`src/rtl/counter_monitor_pkg.sv`:
```
// counter_monitor_pkg: shared types and defaults for the counter monitor.
// The resync behaviour of the monitor is selected by COUNTER_MONITOR_RESYNC_EN.
package counter_monitor_pkg;

  // Monitor state encoding
  typedef enum logic [1:0] {
    ST_UNLOCKED = 2'd0,
    ST_LOCKED   = 2'd1,
    ST_FAULT    = 2'd2
  } state_t;

  // Default width of the error / wrap statistics counters
  localparam int STAT_W_DEFAULT = 16;

endpackage

```
`src/rtl/sat_counter.sv`:
```
// sat_counter: saturating up-counter with synchronous clear.
// Used for the monitor's error and wrap statistics; holds at all-ones.
module sat_counter #(
  parameter int WIDTH = 16
) (
  input  logic             clk,
  input  logic             reset,
  input  logic             clr,
  input  logic             inc,
  output logic [WIDTH-1:0] value
);

  // Count up on inc, stop at all-ones, clear takes priority over inc
  always_ff @(posedge clk or posedge reset) begin
    if (reset) begin
      value <= '0;
    end else if (clr) begin
      value <= '0;
    end else if (inc && (value != '1)) begin
      value <= value + WIDTH'(1);
    end
  end

endmodule

```
`src/rtl/counter_monitor.sv`:
```
// counter_monitor: passive checker for a free-running up-counter.
// Predicts cnt+1 (mod 2^WIDTH), flags mismatches, recognises restarts to 0,
// and keeps saturating error / wrap statistics.
// Build option COUNTER_MONITOR_RESYNC_EN: when defined, a mismatch resyncs the
// prediction and stays LOCKED (FAULT unreachable, fault tied 0); otherwise a
// mismatch latches FAULT until clr or reset.
//
// state       | meaning
// ST_UNLOCKED | no prediction yet; next valid sample seeds it
// ST_LOCKED   | tracking; each valid sample is checked against expected
// ST_FAULT    | mismatch seen (non-resync build); samples ignored until clr
module counter_monitor
  import counter_monitor_pkg::*;
#(
  parameter int WIDTH  = 8,
  parameter int STAT_W = STAT_W_DEFAULT
) (
  input  logic              clk,
  input  logic              reset,
  input  logic              clr,
  input  logic              valid,
  input  logic [WIDTH-1:0]  cnt,
  output logic              locked,
  output logic              fault,
  output logic              mismatch,
  output logic              restart,
  output logic [WIDTH-1:0]  expected,
  output logic [STAT_W-1:0] err_count,
  output logic [STAT_W-1:0] wrap_count
);

  state_t           state;
  logic [WIDTH-1:0] cnt_inc;
  logic             take;
  logic             in_locked;
  logic             is_zero;
  logic             is_match;
  logic             hit_match;
  logic             hit_mismatch;
  logic             wrap_inc;

  assign cnt_inc   = cnt + WIDTH'(1);
  assign take      = valid && !clr;
  assign in_locked = (state == ST_LOCKED);
  assign is_zero   = (cnt == '0);
  assign is_match  = (cnt == expected);

  // A match on 0 in LOCKED can only follow an all-ones sample, since a restart
  // reseeds expected to 1 and clr drops back to UNLOCKED.
  assign hit_match    = in_locked && take && is_match;
  assign hit_mismatch = in_locked && take && !is_match && !is_zero;
  assign wrap_inc     = hit_match && is_zero;

`ifdef COUNTER_MONITOR_RESYNC_EN
  assign fault = 1'b0;
`endif

  // State machine, prediction register and registered status / pulse outputs
  always_ff @(posedge clk or posedge reset) begin
    if (reset) begin
      state    <= ST_UNLOCKED;
      expected <= '0;
      locked   <= 1'b0;
      mismatch <= 1'b0;
      restart  <= 1'b0;
`ifndef COUNTER_MONITOR_RESYNC_EN
      fault    <= 1'b0;
`endif
    end else begin
      mismatch <= 1'b0;
      restart  <= 1'b0;
      if (clr) begin
        state    <= ST_UNLOCKED;
        expected <= '0;
        locked   <= 1'b0;
`ifndef COUNTER_MONITOR_RESYNC_EN
        fault    <= 1'b0;
`endif
      end else if (valid) begin
        case (state)
          ST_UNLOCKED: begin
            expected <= cnt_inc;
            state    <= ST_LOCKED;
            locked   <= 1'b1;
          end
          ST_LOCKED: begin
            if (is_match) begin
              expected <= cnt_inc;
            end else if (is_zero) begin
              restart  <= 1'b1;
              expected <= WIDTH'(1);
            end else begin
              mismatch <= 1'b1;
`ifdef COUNTER_MONITOR_RESYNC_EN
              expected <= cnt_inc;
`else
              state    <= ST_FAULT;
              locked   <= 1'b0;
              fault    <= 1'b1;
`endif
            end
          end
          ST_FAULT: begin
          end
          default: begin
            state  <= ST_UNLOCKED;
            locked <= 1'b0;
          end
        endcase
      end
    end
  end

  sat_counter #(.WIDTH(STAT_W)) u_err_count (
    .clk   (clk),
    .reset (reset),
    .clr   (clr),
    .inc   (hit_mismatch),
    .value (err_count)
  );

  sat_counter #(.WIDTH(STAT_W)) u_wrap_count (
    .clk   (clk),
    .reset (reset),
    .clr   (clr),
    .inc   (wrap_inc),
    .value (wrap_count)
  );

endmodule

```
`config.mk`:
```
export PLATFORM = sky130hd
export DESIGN_NAME = counter_monitor
export DESIGN_NICKNAME = d
export VERILOG_FILES = /design/src/rtl/counter_monitor_pkg.sv /design/src/rtl/sat_counter.sv /design/src/rtl/counter_monitor.sv
export SDC_FILE = /design/constraint.sdc
export NUM_CORES = 1
export LEC_CHECK = 0
export CAP_MARGIN = 20
export CORE_ASPECT_RATIO = 1.2
export CORE_MARGIN = 2
export CORE_UTILIZATION = 30
export CTS_CLUSTER_SIZE = 25
export DETAILED_ROUTE_END_ITERATION = 6
export PLACE_DENSITY = 0.57
export SLEW_MARGIN = 5
export SYNTH_ARGS = -nofsm -noshare
export SYNTH_HDL_FRONTEND = slang
export SYNTH_SLANG_ARGS = --single-unit
```
`constraint.sdc`:
```
create_clock -name clk -period 3.5 [get_ports clk]
set_input_delay 0.7 -clock clk [delete_from_list [all_inputs] [get_ports clk]]
set_output_delay 0.7 -clock clk [all_outputs]
set_load 0.1 [all_outputs]
```
==> results by group, run 1 <==
Synth
  – EDFF count, synth: 0
  – Seq cells post-synth: 45
  – Synth Warn #: 0
  – Post-synth top area cell: dfrtp_1
  – Syn_nets: 304
  – Top cell type's share of synthesized area: 0.410
  – Synth top area cells: dfrtp_1, xor2_1, a221o_1
  – Top_reg_cell synth: dfrtp_1
  – Synth cell types: between 50 and 60
  – Synth async-reset ratio: 1.00
  – Syn Inst Count: between 200 and 300
  – Average size of a mapped cell: 9.53 µm²
  – Synthesized cell area: 2740 µm²
  – Seq/Total Area, Yosys: 0.410

Worst setup path
  – Crit Path Class: in -> reg
  – R2R depth: 7
  – Crit. End Element: flip-flop
  – Element type at the critical path start: input port
  – R2R Path Start: u_err_count.value[0]
  – Crit path from: cnt[2]
  – Worst path required time: 3.69 ns
  – Flop-to-flop setup slack: roughly 1.1 ns
  – Reg2reg end: u_err_count.value[5]
  – WP data arrival: 2.91 ns
  – CP Max Fanout: 12

Route
  – DRC violation count after routing: 0
  – Avg WL per Cell: about 16 µm
  – Final wirelength: 7270 µm
  – Via-to-Cell Ratio: 5.31
  – Drt first pass iters: 4
  – DRT antenna net count: 0
  – DR iter-0 viols: 112
  – Vias: 2482

Floorplanning
  – Core Box Area: ~9000 µm²
  – Boundary pin count: 56
  – Rows: 38
  – Die Height: 109 µm
  – Die area: 9930 µm²
  – Die width: about 91 µm
  – Starting density of the core: 0.305

Timing
  – Worst-margin pin slew: roughly 1 ns
  – Fin crit share: 0.778
  – RSZ-0062 raised after global routing: no
  – Max Slew Vio Count: 0
  – Maximum clock rate: 0.367 GHz
  – Final Hold Fails: 0
  – Clock skew: around 0.0038 ns
  – Setup TNS: 0 ns
  – # setup viols final: 0
  – Slew HR: 0.344
  – Tmin final: ~2.7 ns

Global route
  – First-pass GRT wire length: 12000 µm
  – Number of global-route vias before repair: 2462
  – Grt total ovfl: 0
  – Initial antenna violation count: 0
  – Largest net degree at the start of global routing: 46
  – All-layer global routing usage: 0.150

Hold path
  – Min-delay worst type: reg -> reg
  – Hold endpoint: fault
  – Hold path start: fault
  – Hold path cells: 1

Final layout
  – # diodes: 0
  – Fillers: between 900 and 1000
  – Layout cells sized above 1: 0.167
  – Syn-to-layout area delta: 26.4%
  – Final-stage net count: 362
  – Finished Cell Area: about 3500 µm²

Clock tree
  – CTS Hold Buffers Added: 0
  – Clock Sinks: 45
  – Clk buf depth: 2
  – # resized after CTS: 0
  – Total CTS buffers: 5
  – CTS tree: yes
  – Root Buffer: clkbuf_8
  – Worst-Skew Late Latency: 0.29 ns
  – Reg clk slew, reported paths: 0.09 ns
  – Setup repair bufs after CTS: 0
  – Max H-tree Level: 2

Power and ir drop
  – Leakage power: 1.49 nW
  – Pwr Density: 307 nW/µm²
  – Worst VDD drop: 0.159 mV

Job
  – Max-capacitance violation count: 0

Place
  – Dpl hpwl: ~5300 µm
  – Buffers on Ports: 55
  – Final Wtd Congestion: 0.891
  – Placed instance area: 3370 µm²

Status
  – Status: completed
power breakdown:
| part | switching, mW | internal [mW] |
|---|---|---|
| logic | 0.144 | 0.0565 |
| registers | 0.0121 | 0.530 |
| clock network | 0.184 | 0.139 |
| total | 0.340 | 0.726 |
stage by stage:
| stage | std cells | worst slack, ns | power [mW] | utilization | hold WS (ns) |
|---|---|---|---|---|---|
| after floorplan | 288 | 0.859 | 0.690 | - | 0.588 |
| after global placement | 458 | 0.506 | 0.752 | 0.375 | 0.484 |
| after detailed placement | 458 | 0.449 | 0.754 | 0.375 | 0.492 |
| after CTS | 466 | 0.775 | 1.08 | 0.384 | 0.512 |
| after global routing | 467 | 0.561 | 1.12 | 0.386 | 0.537 |
| final | 467 | 0.778 | 1.07 | 0.386 | 0.505 |
cell families after synthesis:
family,share of synthesized area
AND/OR/NAND/NOR,0.272
AO/OA/AOI/OAI,0.165
flip-flops,0.410
buffers and inverters,0.0565
XOR/XNOR,0.0575
multiplexers,0.0201
adder cells (fa/ha/maj),0.0182
cells in the final DEF (no fill, tap or decap), types with 7 or more instances in the layout:
| master | instances |
|---|---|
| nand4_1 | 7 |
| inv_1 | 19 |
| buf_4 | 33 |
| nor2_1 | 16 |
| o32ai_1 | 7 |
| and2_1 | 7 |
| nand2_1 | 23 |
| nor3_1 | 13 |
| xor2_1 | 12 |
| nand3_1 | 16 |
| clkdlybuf4s50_1 | 30 |
| a221o_1 | 10 |
| nor4_1 | 11 |
| dfrtp_1 | 45 |
Yosys cell counts, types with 3 or more instances:
library cell  instances
o32ai_1               7
o31ai_1               5
nor2_1               16
a211o_1               3
dfrtp_1              45
nand4_1               7
and3_1                3
clkbuf_1              3
mux2_2                4
buf_2                 7
and4_1                3
nand3_1              16
and2_1                7
nor4_1               11
nor2b_1               4
nor3_1               13
xnor2_1               6
or4_1                 5
inv_1                20
a211oi_1              3
a221o_1              10
a21oi_1               4
o21a_1                3
nand2_1              23
or3_1                 4
xor2_1               12
ha_1                  4
o21ai_0               4
a21o_1                3
critical path, stage by stage:
cell             delay [ns]
clkdlybuf4s50_1        0.50
nor4_1                 0.44
and4bb_1               0.30
nand3_2                0.24
nor4_1                 0.36
mux2_2                 0.37
registers in the layout (all words and copies together) (netlist names):
| signal | flops |
|---|---|
| u_err_count.value | 16 |
| fault | 1 |
| locked | 1 |
| mismatch | 1 |
| expected | 8 |
| state | 1 |
| u_wrap_count.value | 16 |
| restart | 1 |
final cells by class:
type	count	area, µm²	area share
Timing Repair Buffer	64	568	0.164
Inverter	21	78.8	0.0227
Tap cell	120	150	0.0433
Multi-Input combinational cell	209	1460	0.422
Clock inverter	2	10.0	0.00289
Sequential cell	45	1130	0.325
Clock buffer	6	72.6	0.0209
how the worst max path moves through the flow:
stage,endpoint,slack (ns),cells past startpoint
3_3_place_gp,u_err_count.value[7],0.51,7
3_5_place_dp,u_wrap_count.value[10],0.45,6
5_1_grt,u_wrap_count.value[10],0.56,6
4_1_cts,u_wrap_count.value[10],0.77,6
6_report,u_wrap_count.value[10],0.78,6
2_1_floorplan,u_wrap_count.value[4],0.86,8
routing by layer:
metal  vias to the layer above  wire length [µm]  GRT usage
li1                       1191                 -          -
met1                      1226              3190      0.179
met2                        61              3750      0.276
met3                         4               269     0.0207
met4                         0                60     0.0498
met5                         -                 0          0
Note: power is estimated with default switching activity, not from simulation.
==> run 2, diff against run 1 <==
PLACE_DENSITY = 0.59   (was 0.57)
clock period = 2.5 ns   (was 3.5 ns; I/O delays follow)
==> run 2 against run 1 <==
Against the previous run:
- global-route usage increased by 0.11 points
- power increased by 42%
- utilization increased by 2.3 points
- via count increased by 3.9%
- hold slack got worse by 0.0075 ns
- clock skew increased by 0.0086 ns
- register-to-register slack got worse by 0.83 ns
- flip-flop and latch count unchanged
- first-iteration DRC count decreased by 15%
- sequential power increased by 40%
- clock-buffer cell count unchanged
==> results by group, run 2 (same netlist as run 1, synthesis figures left out) <==
Status
  – Status: completed (unchanged)

Timing
  – # setup viols final: 0 (unchanged)
  – Fin crit share: 0.925
  – Clock skew: 0.0125 ns (was 0.00384 ns)
  – Worst-margin pin slew: 0.698 ns (was 0.981 ns)
  – Max Slew Vio Count: 0 (unchanged)
  – Setup TNS: 0 ns (unchanged)
  – Final Hold Fails: 0 (unchanged)
  – Maximum clock rate: 0.432 GHz
  – RSZ-0062 raised after global routing: no (unchanged)
  – Slew HR: 0.534 (was 0.344)
  – Tmin final: 2.31 ns

Final layout
  – Fillers: 904 (was 913)
  – Multi-input gate area: 1470 µm² (was 1460 µm²)
  – Non-filler cells, final: 497 (was 467)
  – Layout cells sized above 1: 0.326 (was 0.167)
  – # diodes: 0 (unchanged)
  – FF+latch area: 1140 µm² (was 1130 µm²)
  – Most frequent cells in the layout: buf_4, dfrtp_1, nand2_1, inv_1 (was dfrtp_1, buf_4, clkdlybuf4s50_1, nand2_1, inv_1)
  – Finished Cell Area: 3670 µm² (was 3470 µm²)
  – Core Util, Final: 0.409 (was 0.386)
  – Syn-to-layout area delta: 33.8% (was 26.4%)
  – Top Registers: u_err_count.value x16, u_wrap_count.value x16, expected x8 (unchanged)
  – Final-stage net count: 392 (was 362)
  – Most common cell after layout, fill and taps aside: buf_4 (was dfrtp_1)

Worst setup path
  – WP data arrival: 2.49 ns (was 2.91 ns)
  – Element type at the critical path start: input port (unchanged)
  – Worst path required time: 2.68 ns (was 3.69 ns)
  – Crit. End Element: flip-flop (unchanged)
  – CP Max Fanout: 13 (was 12)
  – Flop-to-flop setup slack: 0.31 ns (was 1.14 ns)
  – Crit Path Class: in -> reg (unchanged)

Clock tree
  – Clock Sinks: 45 (unchanged)
  – Clk buf depth: 2 (unchanged)
  – CTS tree: yes (unchanged)
  – Total CTS buffers: 5 (unchanged)
  – Max H-tree Level: 2 (unchanged)
  – Reg clk slew, reported paths: 0.09 ns (about the same)
  – Root Buffer: clkbuf_8 (unchanged)
  – Worst-Skew Late Latency: 0.30 ns (was 0.29 ns)
  – Setup repair bufs after CTS: 0 (unchanged)

Floorplanning
  – Die width: 91.3 µm (unchanged)
  – Core Box Area: 8990 µm² (unchanged)
  – Die area: 9930 µm² (unchanged)
  – Die Height: 109 µm (unchanged)
  – Rows: 38 (unchanged)
  – Boundary pin count: 56 (unchanged)
  – Starting density of the core: 0.305 (unchanged)

Global route
  – Grt total ovfl: 0 (unchanged)
  – Initial antenna violation count: 0 (unchanged)
  – Number of global-route vias before repair: 2475 (was 2462)
  – All-layer global routing usage: 0.151 (was 0.150)
  – Largest net degree at the start of global routing: 32 (was 46)
  – First-pass GRT wire length: 12000 µm (about the same)

Place
  – Final Wtd Congestion: 0.821 (was 0.891)
  – Placed insts: 489 (was 458)
  – Dpl hpwl: 5530 µm (was 5270 µm)
  – Placed instance area: 3580 µm² (was 3370 µm²)
  – Buffers on Ports: 55 (unchanged)

Hold path
  – Min-delay worst type: reg -> reg (unchanged)

Power and ir drop
  – Leakage power: 1.64 nW (was 1.49 nW)
  – Pwr Density: 413 nW/µm² (was 307 nW/µm²)
  – Worst VDD drop: 0.216 mV (was 0.159 mV)

Route
  – Final wirelength: 7290 µm (was 7270 µm)
  – Avg WL per Cell: 14.7 µm (was 15.6 µm)
  – DR iter-0 viols: 95 (was 112)
  – Via-to-Cell Ratio: 5.19 (was 5.31)
  – Drt first pass iters: 4 (unchanged)
  – Vias: 2579 (was 2482)
  – DRC violation count after routing: 0 (unchanged)
  – DRT antenna net count: 0 (unchanged)

Job
  – Max-capacitance violation count: 0 (unchanged)
run 2: path summary, 6_finish.rpt:
check / start / end / cells past startpoint
setup / recovery: cnt[2] / u_err_count.value[2] / 7
hold / removal: fault / fault / 1
setup reg to reg: u_wrap_count.value[1] / u_wrap_count.value[0] / 6
hold reg to reg: fault / fault / 1
max in group asynchronous: reset / mismatch / 3
min in group asynchronous: reset / u_err_count.value[6] / 2
run 2: timing repair:
item,4_1_cts,5_1_grt
hold endpoints to repair,0,0
hold buffers,0,0
gates resized for setup,0,1
setup endpoints to repair,0,1
run 2: layer usage:
metal  share of wire  track usage
met3           0.036       0.0256
met2            0.51        0.274
met4           0.014       0.0476
met1            0.44        0.182
met5               0            0
run 2: metrics by stage:
stage	total power [mW]	hold WS (ns)	setup WS [ns]
global placement	1.08	0.472	-0.155
floorplan	0.966	0.588	0.00135
global route	1.58	0.526	0.0594
finish	1.52	0.497	0.186
detailed placement	1.08	0.475	-0.231
CTS	1.54	0.509	0.102
run 2: power breakdown:
group	internal, mW	total [mW]	switching (mW)
clock	0.195	0.457	0.262
sequential	0.743	0.760	0.0169
combinational	0.0950	0.300	0.205
total	1.03	1.52	0.484
run 2: final cells by class:
class                      count  share of cell area
inverter                      21              0.0215
tap                          120              0.0409
sequential                    45               0.312
clock buffer                   6              0.0198
clock inverter                 2             0.00273
multi-input combinational    209               0.400
timing repair buffer          94               0.203
run 2: critical path, stage by stage:
cell and delay (ns):
clkdlybuf4s50_1 0.46, xor2_1 0.19, nor4_4 0.38, and2_1 0.35
nor2_1 0.13, buf_12 0.16, a221o_1 0.31
